--- src/rtl/wt_dcache_ctrl.sv ---
// wt_dcache_ctrl: load-port controller for a write-through data cache.
// Ports: clk_i/rst_i (async active-high reset); req_* load port from the core;
// miss_* request/return handshake with the miss unit; rd_* cache array
// read port; wr_cl_vld_i flags a concurrent line write that forces a replay.
module wt_dcache_ctrl #(
  parameter logic [1:0]  RdTxId     = 2'd1,
  parameter logic [55:0] CachedBase = 56'h0_8000_0000,
  parameter logic [55:0] CachedSize = 56'h0_4000_0000
) (
  input  logic        clk_i,
  input  logic        rst_i,
  input  logic        cache_en_i,
  input  logic [11:0] req_index_i,
  input  logic [43:0] req_tag_i,
  input  logic        req_data_req_i,
  input  logic [1:0]  req_data_size_i,
  input  logic        req_kill_i,
  input  logic        req_tag_valid_i,
  output logic        req_gnt_o,
  output logic        req_rvalid_o,
  output logic [63:0] req_rdata_o,
  output logic        miss_req_o,
  input  logic        miss_ack_i,
  input  logic        miss_replay_i,
  input  logic        miss_rtrn_vld_i,
  output logic        miss_we_o,
  output logic [63:0] miss_wdata_o,
  output logic        miss_nc_o,
  output logic [2:0]  miss_size_o,
  output logic [1:0]  miss_id_o,
  output logic [55:0] miss_paddr_o,
  output logic [7:0]  miss_vld_bits_o,
  input  logic        wr_cl_vld_i,
  output logic        rd_req_o,
  input  logic        rd_ack_i,
  output logic        rd_tag_only_o,
  output logic [7:0]  rd_idx_o,
  output logic [3:0]  rd_off_o,
  output logic [43:0] rd_tag_o,
  input  logic [63:0] rd_data_i,
  input  logic [7:0]  rd_vld_bits_i,
  input  logic [7:0]  rd_hit_oh_i
);
  localparam logic [2:0] IDLE          = 3'd0;
  localparam logic [2:0] READ          = 3'd1;
  localparam logic [2:0] MISS_REQ      = 3'd2;
  localparam logic [2:0] MISS_WAIT     = 3'd3;
  localparam logic [2:0] KILL_MISS_ACK = 3'd4;
  localparam logic [2:0] KILL_MISS     = 3'd5;
  localparam logic [2:0] REPLAY_REQ    = 3'd6;
  localparam logic [2:0] REPLAY_READ   = 3'd7;
  logic [2:0]  state_q, state_d;
  logic [11:0] idx_q;
  logic [43:0] tag_q;
  logic [1:0]  size_q;
  logic [7:0]  vld_q;
  logic        gnt, rvalid, mreq, rreq, in_range;
  logic [55:0] paddr;
  always_comb begin
    state_d = state_q;
    gnt     = 1'b0;
    rvalid  = 1'b0;
    mreq    = 1'b0;
    rreq    = 1'b0;
    case (state_q)
      IDLE: begin
        rreq = req_data_req_i;
        if (req_data_req_i && rd_ack_i) begin
          gnt     = 1'b1;
          state_d = READ;
        end
      end
      READ, REPLAY_READ: begin
        if (req_kill_i) begin
          rvalid  = 1'b1;
          state_d = IDLE;
        end else if (wr_cl_vld_i) begin
          state_d = REPLAY_REQ;
        end else if (|rd_hit_oh_i && cache_en_i) begin
          // a hit may accept the next load in the same cycle
          rvalid  = 1'b1;
          rreq    = req_data_req_i;
          gnt     = req_data_req_i && rd_ack_i;
          state_d = gnt ? READ : IDLE;
        end else begin
          state_d = MISS_REQ;
        end
      end
      MISS_REQ: begin
        mreq = 1'b1;
        if (req_kill_i) begin
          rvalid  = 1'b1;
          state_d = miss_ack_i ? IDLE : KILL_MISS_ACK;
        end else if (miss_replay_i) begin
          state_d = REPLAY_REQ;
        end else if (miss_ack_i) begin
          state_d = MISS_WAIT;
        end
      end
      MISS_WAIT: begin
        if (miss_rtrn_vld_i) begin
          rvalid  = 1'b1;
          state_d = IDLE;
        end else if (req_kill_i) begin
          rvalid  = 1'b1;
          state_d = KILL_MISS;
        end
      end
      // the killed load already got its rvalid; just drain the miss unit
      KILL_MISS_ACK: begin
        mreq    = 1'b1;
        state_d = miss_replay_i ? IDLE : miss_ack_i ? KILL_MISS : state_q;
      end
      KILL_MISS: state_d = miss_rtrn_vld_i ? IDLE : state_q;
      REPLAY_REQ: begin
        rreq = 1'b1;
        if (req_kill_i) begin
          rvalid  = 1'b1;
          state_d = IDLE;
        end else if (rd_ack_i) begin
          state_d = REPLAY_READ;
        end
      end
      default: state_d = IDLE;
    endcase
  end
  always_ff @(posedge clk_i or posedge rst_i) begin
    if (rst_i) begin
      state_q <= IDLE;
      idx_q   <= '0;
      tag_q   <= '0;
      size_q  <= '0;
      vld_q   <= '0;
    end else begin
      state_q <= state_d;
      if (req_gnt_o) begin
        idx_q  <= req_index_i;
        size_q <= req_data_size_i;
      end
      if (req_tag_valid_i) tag_q <= req_tag_i;
      if (state_q == READ || state_q == REPLAY_READ) vld_q <= rd_vld_bits_i;
    end
  end
  // handshakes are combinational from the idle state, so hold them low in reset
  assign req_gnt_o       = gnt & ~rst_i;
  assign req_rvalid_o    = rvalid & ~rst_i;
  assign miss_req_o      = mreq & ~rst_i;
  assign rd_req_o        = rreq & ~rst_i;
  assign req_rdata_o     = rd_data_i;
  assign rd_idx_o        = state_q == IDLE ? req_index_i[11:4] : idx_q[11:4];
  assign rd_off_o        = state_q == IDLE ? req_index_i[3:0] : idx_q[3:0];
  assign rd_tag_o        = state_q == READ ? req_tag_i : tag_q;
  assign rd_tag_only_o   = 1'b0;
  assign paddr           = {tag_q, idx_q};
  assign in_range        = paddr >= CachedBase && paddr < CachedBase + CachedSize;
  assign miss_nc_o       = ~cache_en_i | ~in_range;
  assign miss_size_o     = miss_nc_o ? {1'b0, size_q} : 3'b111;
  assign miss_id_o       = RdTxId;
  assign miss_paddr_o    = paddr;
  assign miss_vld_bits_o = vld_q;
  assign miss_we_o       = 1'b0;
  assign miss_wdata_o    = '0;
endmodule

--- config.mk ---
export PLATFORM = sky130hd
export DESIGN_NAME = wt_dcache_ctrl
export DESIGN_NICKNAME = d
export VERILOG_FILES = /design/src/rtl/wt_dcache_ctrl.sv
export SDC_FILE = /design/constraint.sdc
export NUM_CORES = 1
export LEC_CHECK = 0
export CORE_AREA = 2 2 161 163
export DETAILED_ROUTE_END_ITERATION = 10
export DIE_AREA = 0 0 163 165
export SETUP_SLACK_MARGIN = 0.1
export SLEW_MARGIN = 10
export SYNTH_ARGS = -nofsm -noshare
export SYNTH_HDL_FRONTEND = slang
export SYNTH_SLANG_ARGS = --single-unit
--- constraint.sdc ---
create_clock -name clk_i -period 6.97 [get_ports clk_i]
set_clock_uncertainty 0.05 [all_clocks]
set_input_delay 1.394 -clock clk_i [delete_from_list [all_inputs] [get_ports clk_i]]
set_output_delay 1.394 -clock clk_i [all_outputs]
set_load 0.1 [all_outputs]
# [Word-level counts from Yosys, hierarchy flattened]
# Cells that the tools add are included.
[word_totals] regBits=69 in_bits=149 wordCells=75
[classes] eq_ne=13 n_reduce_logical=10 n_lt_le_gt_ge=2 bitwise=8 muxes=37
[op_table] op="56-bit by 32-bit greater-or-equal comparator with 1-bit output, second input constant" count=1
[op_table] op="56-bit by 32-bit less-than comparator with 1-bit output, second input constant" count=1
[op_table] op="3-bit 2-to-1 mux" count=15
[op_table] op="44-bit 2-to-1 mux" count=1
[op_table] op="3-bit case mux with 7 select lines" count=1
[op_table] op="1-bit 2-to-1 mux" count=14
[op_table] op="3-bit equality test, second input constant" count=4
[op_table] op="3-bit inequality test, second input constant" count=3
[op_table] op="8-bit 2-to-1 mux" count=1
[op_table] op="8-bit OR reduction" count=1
[op_table] op="3-bit by 2-bit equality test with 1-bit output, second input constant" count=2
[op_table] op="1-bit case mux with 3 select lines" count=2
[op_table] op="6-bit AND reduction" count=1
[op_table] op="2-bit OR reduction" count=3
[op_table] op="1-bit AND" count=4
[op_table] op="4-bit 2-to-1 mux" count=1
[op_table] op="2-bit inequality test, second input constant" count=2
[op_table] op="4-bit inequality test, second input constant" count=1
[op_table] op="3-bit by 1-bit equality test with 1-bit output, second input constant" count=1
[op_table] op="1-bit logical AND" count=3
[op_table] op="3-bit zero test" count=1
[op_table] op="1-bit NOT" count=3
[op_table] op="2-bit 2-to-1 mux" count=1
[op_table] op="1-bit case mux with 2 select lines" count=1
[op_table] op="other kinds (2)" count=2

# [Logic depth before layout (Yosys ltp)]
# Gate-level depths: netlist (run 1).
[depth] depth_word=7 mapped_depth=7 ltp_nobuf=4

# [Worst setup path after synthesis (run 1)]
# No wires, ideal clock.
[synth_timing] kind="input to output" startpoint="input port rd_hit_oh_i[1]" endpoint="output port req_rvalid_o" t_arrival_ns=4.250 path_stages=4 path_slack_ns=1.276 required_time_ns=5.526 path_cell_list="nor4_1 a211oi_2 o21ai_0 a211oi_1"
[synth_via] elab_chain_len=7
[synth_lines] element="start, declared" line_no="42" source="input logic [7:0] rd_hit_oh_i"
[synth_lines] element="8-bit OR reduction" line_no="79" source="end else if (|rd_hit_oh_i && cache_en_i) begin"
[synth_lines] element="1-bit logical AND" line_no="79"
[synth_lines] element="1-bit 2-to-1 mux" line_no="79"
[synth_lines] element="1-bit 2-to-1 mux" line_no="77" source="end else if (wr_cl_vld_i) begin"
[synth_lines] element="1-bit 2-to-1 mux" line_no="74" source="if (req_kill_i) begin"
[synth_lines] element="1-bit case mux with 3 select lines" line_no="65" source="case (state_q)"
[synth_lines] element="1-bit AND" line_no="146" source="assign req_rvalid_o = rvalid & ~rst_i;"
[synth_lines] element="end, declared" line_no="20" source="output logic req_rvalid_o,"
# Every way passes these cells.

# [Final worst setup path (run 1)]
[layout_timing] startpoint="input port rd_hit_oh_i[1]" endpoint="output port req_gnt_o"
[layout_via] elab_chain_len=7
[layout_lines] element="8-bit OR reduction" line_no="79"
[layout_lines] element="1-bit logical AND" line_no="79"
[layout_lines] element="1-bit 2-to-1 mux" line_no="79"
[layout_lines] element="1-bit 2-to-1 mux" line_no="77"
[layout_lines] element="1-bit 2-to-1 mux" line_no="74"
[layout_lines] element="1-bit case mux with 2 select lines" line_no="65"
[layout_lines] element="1-bit AND" line_no="145" source="assign req_gnt_o = gnt & ~rst_i;"
[layout_lines] element="end, declared" line_no="19" source="output logic req_gnt_o,"
# Every way passes these cells.

==> results of run 1 <==
[path summary, 6_finish.rpt]
check / endpoint / slack (ns)
worst max-delay path: req_gnt_o / 1.27
worst min-delay path: miss_vld_bits_o[2] / 0.45
worst max register to register: size_q[1] / 4.62
worst min register to register: miss_vld_bits_o[2] / 0.45
max in group asynchronous: miss_vld_bits_o[0] / 4.44
min in group asynchronous: idx_q[8] / 1.80
[where the power goes]
part	internal [mW]	total, mW	switching, mW
Sequential	0.475	0.572	0.0964
Clock	0.283	0.485	0.202
Combinational	0.696	2.92	2.22
Total	1.45	3.98	2.52
[layout by cell type (no fill, tap or decap), drive strengths merged, types with 9 or more instances in the layout]
| cell type | count |
|---|---|
| nand2 | 44 |
| nand3 | 13 |
| clkbuf | 9 |
| a22oi | 14 |
| buf | 13 |
| o211ai | 15 |
| dfrtp | 69 |
| clkdlybuf4s50 | 206 |
| nand4 | 15 |
| conb | 68 |
| mux2 | 96 |
[Yosys cell counts (all sizes together) (3+ instances only)]
master  number
buf        151
mux2        96
dfrtp       69
nand2       44
nand4       15
o211ai      15
a22oi       14
nand3       13
clkbuf       8
o21ai        8
nor2         7
nor4         7
a21oi        6
inv          6
nor3         5
nor3b        4
nor2b        3
[routing by layer]
metal | track usage | routed length (um) | vias up
met4 | 0.05913 | 488 | 0
met3 | 0.03516 | 1179 | 44
met2 | 0.1880 | 7657 | 187
met1 | 0.1302 | 6232 | 1909
li1 | - | - | 1820
met5 | 0 | 0 | -
[state kept, by name, indices dropped and copies added (netlist names)]
| signal | cells |
|---|---|
| state_q | 3 |
| size_q | 2 |
| idx_q | 12 |
| tag_q | 44 |
| miss_vld_bits_o | 8 |
[worst max-delay path: stages]
cell and delay (ns):
clkdlybuf4s50_1 0.43, nor4_1 0.52, a211o_1 0.53, nor2_1 0.19, o21a_1 0.22, clkdlybuf4s50_1 0.97
[cell type report]
type                    instances  area (um2)  area share
multi-input cells             328        2303      0.3323
repair buffers                219        2157      0.3112
flip-flops and latches         69        1727      0.2491
well taps                     330       412.9     0.05957
clock buffers                   9       225.2     0.03249
clock inverters                 7       82.58     0.01191
inverters                       6       23.77    0.003430
[metrics by stage]
stage,hold WS [ns],cells,worst slack (ns),power [mW],area (um2)
floorplan,0.4765,562,1.276,3.116,5200
global placement,0.4381,952,1.264,3.511,6624
detailed placement,0.4466,952,1.246,3.511,6624
CTS,0.4611,968,1.223,4.018,6932
global route,0.4783,968,1.098,4.125,6932
finish,0.4529,968,1.268,3.976,6932
[cells by family (layout without fill, tap and decap cells)]
group,after synthesis,after routing,synth area share
compound gates,56,56,0.08060
xor+xnor,1,1,0.003285
buf+inv,165,241,0.2362
flops,69,69,0.3487
mux,96,96,0.2183
other cells,2,68,0.001516
simple gates,107,107,0.1114
==> results.yml, run 1 <==
run_status:
  result_of_the_run: "complete, no violations"
synth:
  number_of_flip_flops_and_latches_in_the_synthesized_netlist: 69
  post_synth_num_cell_types: 45
  synth-main-ff-cell: "dfrtp_1"
  async_reset_ff_frac: 1.000
  synth_top_cell_by_area: "dfrtp_1"
  ys.warnings.count: 0
  synth-edff-count: 0
  synth_seq_area_share: 0.3487
  yosys.area.top_type_share: 0.3487
  post_synth_inst_count: 496
  mappedNetlistArea_mm2: 0.004952
  syn_area_cell_um2: 9.984
  synth_top_cells_by_area: "dfrtp_1, mux2_2, buf_4, nand2_1, o211ai_1"
finish:
  fillerInstances: 2671
  n_antenna_cell: 0
  areaGrowthSynthToFinish_pct: 39.97
  final_layout_size_suffix_gt1_frac: 0.2022
  num-nets-final: 782
  fin_util: 0.2769
routing:
  drc: 0
  detail_route.wirelength_um: 15560
  post_drt_wl_per_cell_um: 16.07
  average_vias_per_placed_instance: 4.091
  vias: 3960
  first_iter_violations: 141
  drt.antenna.violating_nets: 0
  drt-pass1-iter-count: 4
worst_setup_path:
  path_class: "in2out"
  critical_path.endpoint_type: "primary output"
  maximum_fanout_count_along_the_critical_path: 14
  startpoint_type: "input port"
  cp_data_required_time_ns: 5.53
  rr_startpoint: "state_q[2]"
  cp.arrival_ns: 4.26
  rr_worst_depth: 4
  crit_path_start: "rd_hit_oh_i[1]"
cts:
  clk_latency_ns: 0.33
  clock_tree.buffer_depth: 2
  numCtsBuffers: 9
  clk_root_buffer_cell: "clkbuf_16"
  cts.htree.levels: 3
  cts.sink_count: 69
  clk_pin_slew_worst_paths_ns: 0.06
  cts_hold_buffers: 0
  postCtsSetupRepairBufs: 0
  cts_tree: "built"
  cts_repair_resize_count: 0
timing:
  post-route-period-util: 0.8181
  finalHoldViolCount: 0
  max_slew.worst_pin.slew_ns: 1.063
  setup_tns_ns: 0
  timing.fmax_ghz: 0.1754
  worst_slew_margin_rel: 0.2912
  finalMaxSlewViolations: 0
  final-setup-viol-count: 0
  rsz0062_at_grt: "false"
  final.min_clock_period_ns: 5.702
floorplan:
  die_height_um: 165
  top_level_ports: 409
  coreArea_mm2: 0.02504
  fp.dieArea_mm2: 0.02690
  initial_utilization: 0.1978
  dieWidth_um: 163
  std_cell_rows: 58
power:
  power.density_cell_area_mw_per_mm2: 573.6
  leak_pwr_nw: 2.723
  vdd_drop_max_mv: 0.2541
global_route:
  vias_in_the_first_global_route: 3953
  grt_antenna_before_repair: 0
  grt_max_degree: 70
  grt_use_total: 0.1129
  grt_first_pass_wirelength_um: 23180
  grt_overflow: 0
hold_path:
  min_path_cells: 1
  kind_of_path_behind_the_tightest_hold_check: "reg2reg"
  worst_hold_startpoint: "miss_vld_bits_o[2]"
placed_design:
  place_hpwl_um: 11770
  placement.io_buffers: 212
  place.gp.congestion: 0.7626
flow_run:
  max-cap-violations: 0
No activity file was read; power rests on OpenSTA's default activity.
==> run 2, diff against run 1 <==
--- a/config.mk
+++ b/config.mk
@@ -5,9 +5,9 @@
 export SDC_FILE = /design/constraint.sdc
 export NUM_CORES = 1
 export LEC_CHECK = 0
-export CORE_AREA = 2 2 161 163
+export CORE_AREA = 2 2 157 159
 export DETAILED_ROUTE_END_ITERATION = 10
-export DIE_AREA = 0 0 163 165
+export DIE_AREA = 0 0 159 161
 export SETUP_SLACK_MARGIN = 0.1
 export SLEW_MARGIN = 10
 export SYNTH_ARGS = -nofsm -noshare
==> constraint.sdc (replaced) <==
create_clock -name clk_i -period 5 [get_ports clk_i]
set_clock_uncertainty 0.05 [all_clocks]
set_input_delay 1 -clock clk_i [delete_from_list [all_inputs] [get_ports clk_i]]
set_output_delay 1 -clock clk_i [all_outputs]
set_load 0.1 [all_outputs]
==> results.yml, run 2 (synthesis gave the netlist of run 1 again) <==
cts:
  clk_root_buffer_cell: "clkbuf_16"
  clk_pin_slew_worst_paths_ns: 0.06
  cts.htree.levels: 3
  cts_tree: "built"
  clock_tree.buffer_depth: 2
  cts_repair_resize_count: 0
  numCtsBuffers: 9
  cts_hold_buffers: 0
  postCtsSetupRepairBufs: 0
  cts.sink_count: 69
  clk_latency_ns: 0.33
floorplan:
  top_level_ports: 409
  fp.dieArea_mm2: 0.02560
  dieWidth_um: 159
  std_cell_rows: 57
  die_height_um: 161
  initial_utilization: 0.2067
  coreArea_mm2: 0.02396
placed_design:
  placement.io_buffers: 212
  place_hpwl_um: 11630
  dpl_cell_area_mm2: 0.006514
  placement.setup.worst_slack_ns: 1.105
  place.gp.congestion: 0.7632
worst_setup_path:
  worstPathCellList: "clkdlybuf4s50_1 -> nor2b_1 -> nand2_1 -> nor2_1 -> o21a_1 -> buf_12"
  maximum_fanout_count_along_the_critical_path: 13
  cp.arrival_ns: 2.87
  regToRegEndpoint: "size_q[1]"
  crit_path_start: "req_kill_i"
  rr_worst_depth: 4
  worst_path_max_delay_cell: "clkdlybuf4s50_1"
  path_class: "in2out"
  critPathMaxStageDelay_ns: 0.57
  cp_data_required_time_ns: 3.95
  critical_path.endpoint_type: "primary output"
  startpoint_type: "input port"
  critical_path.endpoint: "req_gnt_o"
  r2r_slack_ns: 2.69
  rr_startpoint: "state_q[2]"
routing:
  post_drt_wl_per_cell_um: 15.88
  vias: 3942
  average_vias_per_placed_instance: 4.102
  drc: 0
  first_iter_violations: 247
  detail_route.wirelength_um: 15260
  drt.antenna.violating_nets: 0
  drt-pass1-iter-count: 5
timing:
  fin_ws_ns: 1.084
  finalMaxSlewViolations: 0
  finalHoldWorstSlack_ns: 0.4536
  max_slew.worst_pin.slew_ns: 1.041
  worst_slew_margin_rel: 0.3060
  setup_tns_ns: 0
  final-setup-viol-count: 0
  final.min_clock_period_ns: 3.916
  post-route-period-util: 0.7833
  timing.fmax_ghz: 0.2553
  finalHoldViolCount: 0
  rsz0062_at_grt: "false"
finish:
  fillerInstances: 2577
  final_cell_mix: "clkdlybuf4s50_1, mux2_2, dfrtp_1, buf_4, conb_1"
  finish.instance_area_mm2: 0.006828
  mostFrequentLayoutCell: "clkdlybuf4s50_1"
  fin_util: 0.2849
  n_antenna_cell: 0
  register_containing_the_most_flip_flops_in_the_final_layout: "tag_q"
  largest_register_ff_count: 44
  num-nets-final: 782
  areaGrowthSynthToFinish_pct: 37.87
  final_layout_size_suffix_gt1_frac: 0.2983
global_route:
  grt_first_pass_wirelength_um: 22650
  vias_in_the_first_global_route: 3780
  grt_overflow: 0
  grt_antenna_before_repair: 1
  grt_use_total: 0.1151
  grt_max_degree: 46
run_status:
  result_of_the_run: "complete, no violations"
hold_path:
  min_path_cells: 1
  kind_of_path_behind_the_tightest_hold_check: "reg2reg"
flow_run:
  max-cap-violations: 0
power:
  power.density_cell_area_mw_per_mm2: 804.8
  leak_pwr_nw: 2.783
  vdd_drop_max_mv: 0.3980
## run 2: power breakdown
| part | total [mW] | switching (mW) | internal (mW) |
|---|---|---|---|
| clock | 0.685 | 0.252 | 0.434 |
| sequential | 0.799 | 0.137 | 0.663 |
| combinational | 4.01 | 3.10 | 0.907 |
| total | 5.50 | 3.49 | 2.00 |
## run 2: final cells by class
type	count	area (um2)	area share
Clock inverter	6	88.84	0.01301
Tap cell	324	405.4	0.05937
Multi-Input combinational cell	328	2313	0.3388
Inverter	6	23.77	0.003482
Clock buffer	9	225.2	0.03299
Timing Repair Buffer	219	2044	0.2994
Sequential cell	69	1727	0.2529
## run 2: metrics by stage
| stage | cells | total power, mW |
|---|---|---|
| 4_1_cts | 961 | 5.548 |
| 2_1_floorplan | 562 | 4.346 |
| 5_1_grt | 961 | 5.700 |
| 3_3_place_gp | 946 | 4.834 |
| 3_5_place_dp | 946 | 4.835 |
| 6_report | 961 | 5.495 |
## run 2: how the worst min path moves through the flow
stage	slack, ns	start	to
after floorplan	0.48	size_q[0]	size_q[0]
after global placement	0.44	miss_vld_bits_o[0]	miss_vld_bits_o[0]
after detailed placement	0.44	miss_vld_bits_o[2]	miss_vld_bits_o[2]
after CTS	0.46	miss_vld_bits_o[0]	miss_vld_bits_o[0]
after global routing	0.47	miss_vld_bits_o[2]	miss_vld_bits_o[2]
final	0.45	miss_vld_bits_o[2]	miss_vld_bits_o[2]
## run 2: worst max-delay path, delay by kind of cell
kind / cells / cell delay, ns
buf+inv: 2 / 0.76
simple gates: 3 / 0.88
compound gates: 1 / 0.22
## run 2: routing by layer
metal	track usage	wire length [um]	up-vias	share of wire
met2	0.1887	7299	194	0.48
met3	0.03929	1311	43	0.086
met5	0	0	-	0
met4	0.05041	468	0	0.031
met1	0.1374	6182	1887	0.41
li1	-	-	1818	-
==> run 3, diff against run 2 <==
==> constraint.sdc (replaced) <==
create_clock -name clk_i -period 3.3 [get_ports clk_i]
set_clock_uncertainty 0.05 [all_clocks]
set_input_delay 0.66 -clock clk_i [delete_from_list [all_inputs] [get_ports clk_i]]
set_output_delay 0.66 -clock clk_i [all_outputs]
set_load 0.1 [all_outputs]
==> results.yml, run 3 (synthesis gave the netlist of run 1 again) <==
finish:
  num-nets-final: 790
  register_containing_the_most_flip_flops_in_the_final_layout: "tag_q"
  fillerInstances: 2527
  combined_area_of_the_multi_input_logic_cells_mm2: 0.002350
  final_cell_mix: "buf_4, mux2_2, clkdlybuf4s50_1"
  layout.area.seq_mm2: 0.001727
  mostFrequentLayoutCell: "buf_4"
  largest_register_ff_count: 44
  areaGrowthSynthToFinish_pct: 41.03
  n_antenna_cell: 0
  final_layout_size_suffix_gt1_frac: 0.4133
worst_setup_path:
  critical_path.endpoint: "req_rvalid_o"
  startpoint_type: "input port"
  crit_path_start: "rd_hit_oh_i[1]"
  critical_path.endpoint_type: "primary output"
  rr_worst_depth: 5
  regToRegEndpoint: "size_q[0]"
  rr_startpoint: "state_q[2]"
  path_class: "in2out"
  r2r_slack_ns: 1.16
  maximum_fanout_count_along_the_critical_path: 4
  cp.arrival_ns: 2.34
  cp_data_required_time_ns: 2.59
hold_path:
  min_path_cells: 1
  kind_of_path_behind_the_tightest_hold_check: "reg2reg"
placed_design:
  place_hpwl_um: 11920
  placement.io_buffers: 212
  place.gp.congestion: 0.7865
timing:
  setup_tns_ns: 0
  rsz0062_at_grt: "false"
  final.min_clock_period_ns: 3.054
  max_slew.worst_pin.slew_ns: 0.7633
  worst_slew_margin_rel: 0.4911
  finalHoldWorstSlack_ns: 0.4555
  finalHoldViolCount: 0
  finalMaxSlewViolations: 0
  post-route-period-util: 0.9254
  final-setup-viol-count: 0
  timing.fmax_ghz: 0.3275
global_route:
  grt_use_total: 0.1210
  grt_antenna_before_repair: 0
  vias_in_the_first_global_route: 3909
  grt_max_degree: 46
  grt_overflow: 0
  grt_first_pass_wirelength_um: 23640
routing:
  average_vias_per_placed_instance: 4.162
  drt.antenna.violating_nets: 0
  post_drt_wl_per_cell_um: 16.63
  detail_route.wirelength_um: 16130
  drc: 0
  drt-pass1-iter-count: 4
  first_iter_violations: 167
  vias: 4037
floorplan:
  dieWidth_um: 159
  top_level_ports: 409
  coreArea_mm2: 0.02396
  fp.dieArea_mm2: 0.02560
  std_cell_rows: 57
  die_height_um: 161
  initial_utilization: 0.2067
cts:
  numCtsBuffers: 9
  cts.sink_count: 69
  cts_tree: "built"
  postCtsSetupRepairBufs: 0
  cts.htree.levels: 3
  clk_root_buffer_cell: "clkbuf_16"
  clk_pin_slew_worst_paths_ns: 0.06
  cts_hold_buffers: 0
  clk_latency_ns: 0.34
  clock_tree.buffer_depth: 2
flow_run:
  max-cap-violations: 0
power:
  vdd_drop_max_mv: 0.6735
  power.density_cell_area_mw_per_mm2: 1239
  leak_pwr_nw: 2.964
run_status:
  result_of_the_run: "complete, no violations"
-- run 3: layout make-up --
class	instances	area share
Inverter	6	0.003404
Clock buffer	9	0.03225
Sequential cell	69	0.2472
Clock inverter	7	0.008062
Multi-Input combinational cell	328	0.3364
Timing Repair Buffer	227	0.3146
Tap cell	324	0.05804
-- run 3: what timing repair did --
action / 4_1_cts / 5_1_grt
gates resized for setup: 1 / 1
setup endpoints to repair: 1 / 1
cloned: 0 / 0
-- run 3: metal layers --
| metal | track usage | share of wire |
|---|---|---|
| met4 | 0.06116 | 0.038 |
| met2 | 0.1941 | 0.47 |
| met5 | 0 | 0 |
| met3 | 0.03313 | 0.076 |
| met1 | 0.1498 | 0.42 |
-- run 3: worst max-delay path, stage by stage --
cell and delay, ns:
clkdlybuf4s50_1 0.48, nor4_2 0.06, a211oi_2 0.37, o21ai_0 0.21, a211oi_4 0.34, buf_12 0.21
-- run 3: stage by stage --
step	total power, mW	cells	area (um2)	worst slack, ns	util
final	8.657	970	6984	0.2462	0.2915
after global routing	8.978	970	6984	0.1097	0.2915
after CTS	8.750	970	6978	0.1581	0.2912
after detailed placement	7.741	954	6690	0.08947	0.2792
after global placement	7.725	954	6690	0.1418	0.2792
after floorplan	6.599	562	5229	0.08780	-
-- run 3: how the worst min path moves through the flow --
stage                       startpoint  slack (ns)                 end
floorplan                    size_q[0]        0.48           size_q[0]
global placement    miss_vld_bits_o[4]        0.44  miss_vld_bits_o[4]
detailed placement  miss_vld_bits_o[6]        0.44  miss_vld_bits_o[6]
CTS                 miss_vld_bits_o[6]        0.46  miss_vld_bits_o[6]
global route        miss_vld_bits_o[6]        0.49  miss_vld_bits_o[6]
finish              miss_vld_bits_o[6]        0.46  miss_vld_bits_o[6]
-- run 3: report_power, final --
part | switching (mW) | internal [mW] | total, mW
Clock | 0.442 | 0.519 | 0.961
Combinational | 4.82 | 1.66 | 6.48
Sequential | 0.209 | 1.00 | 1.21
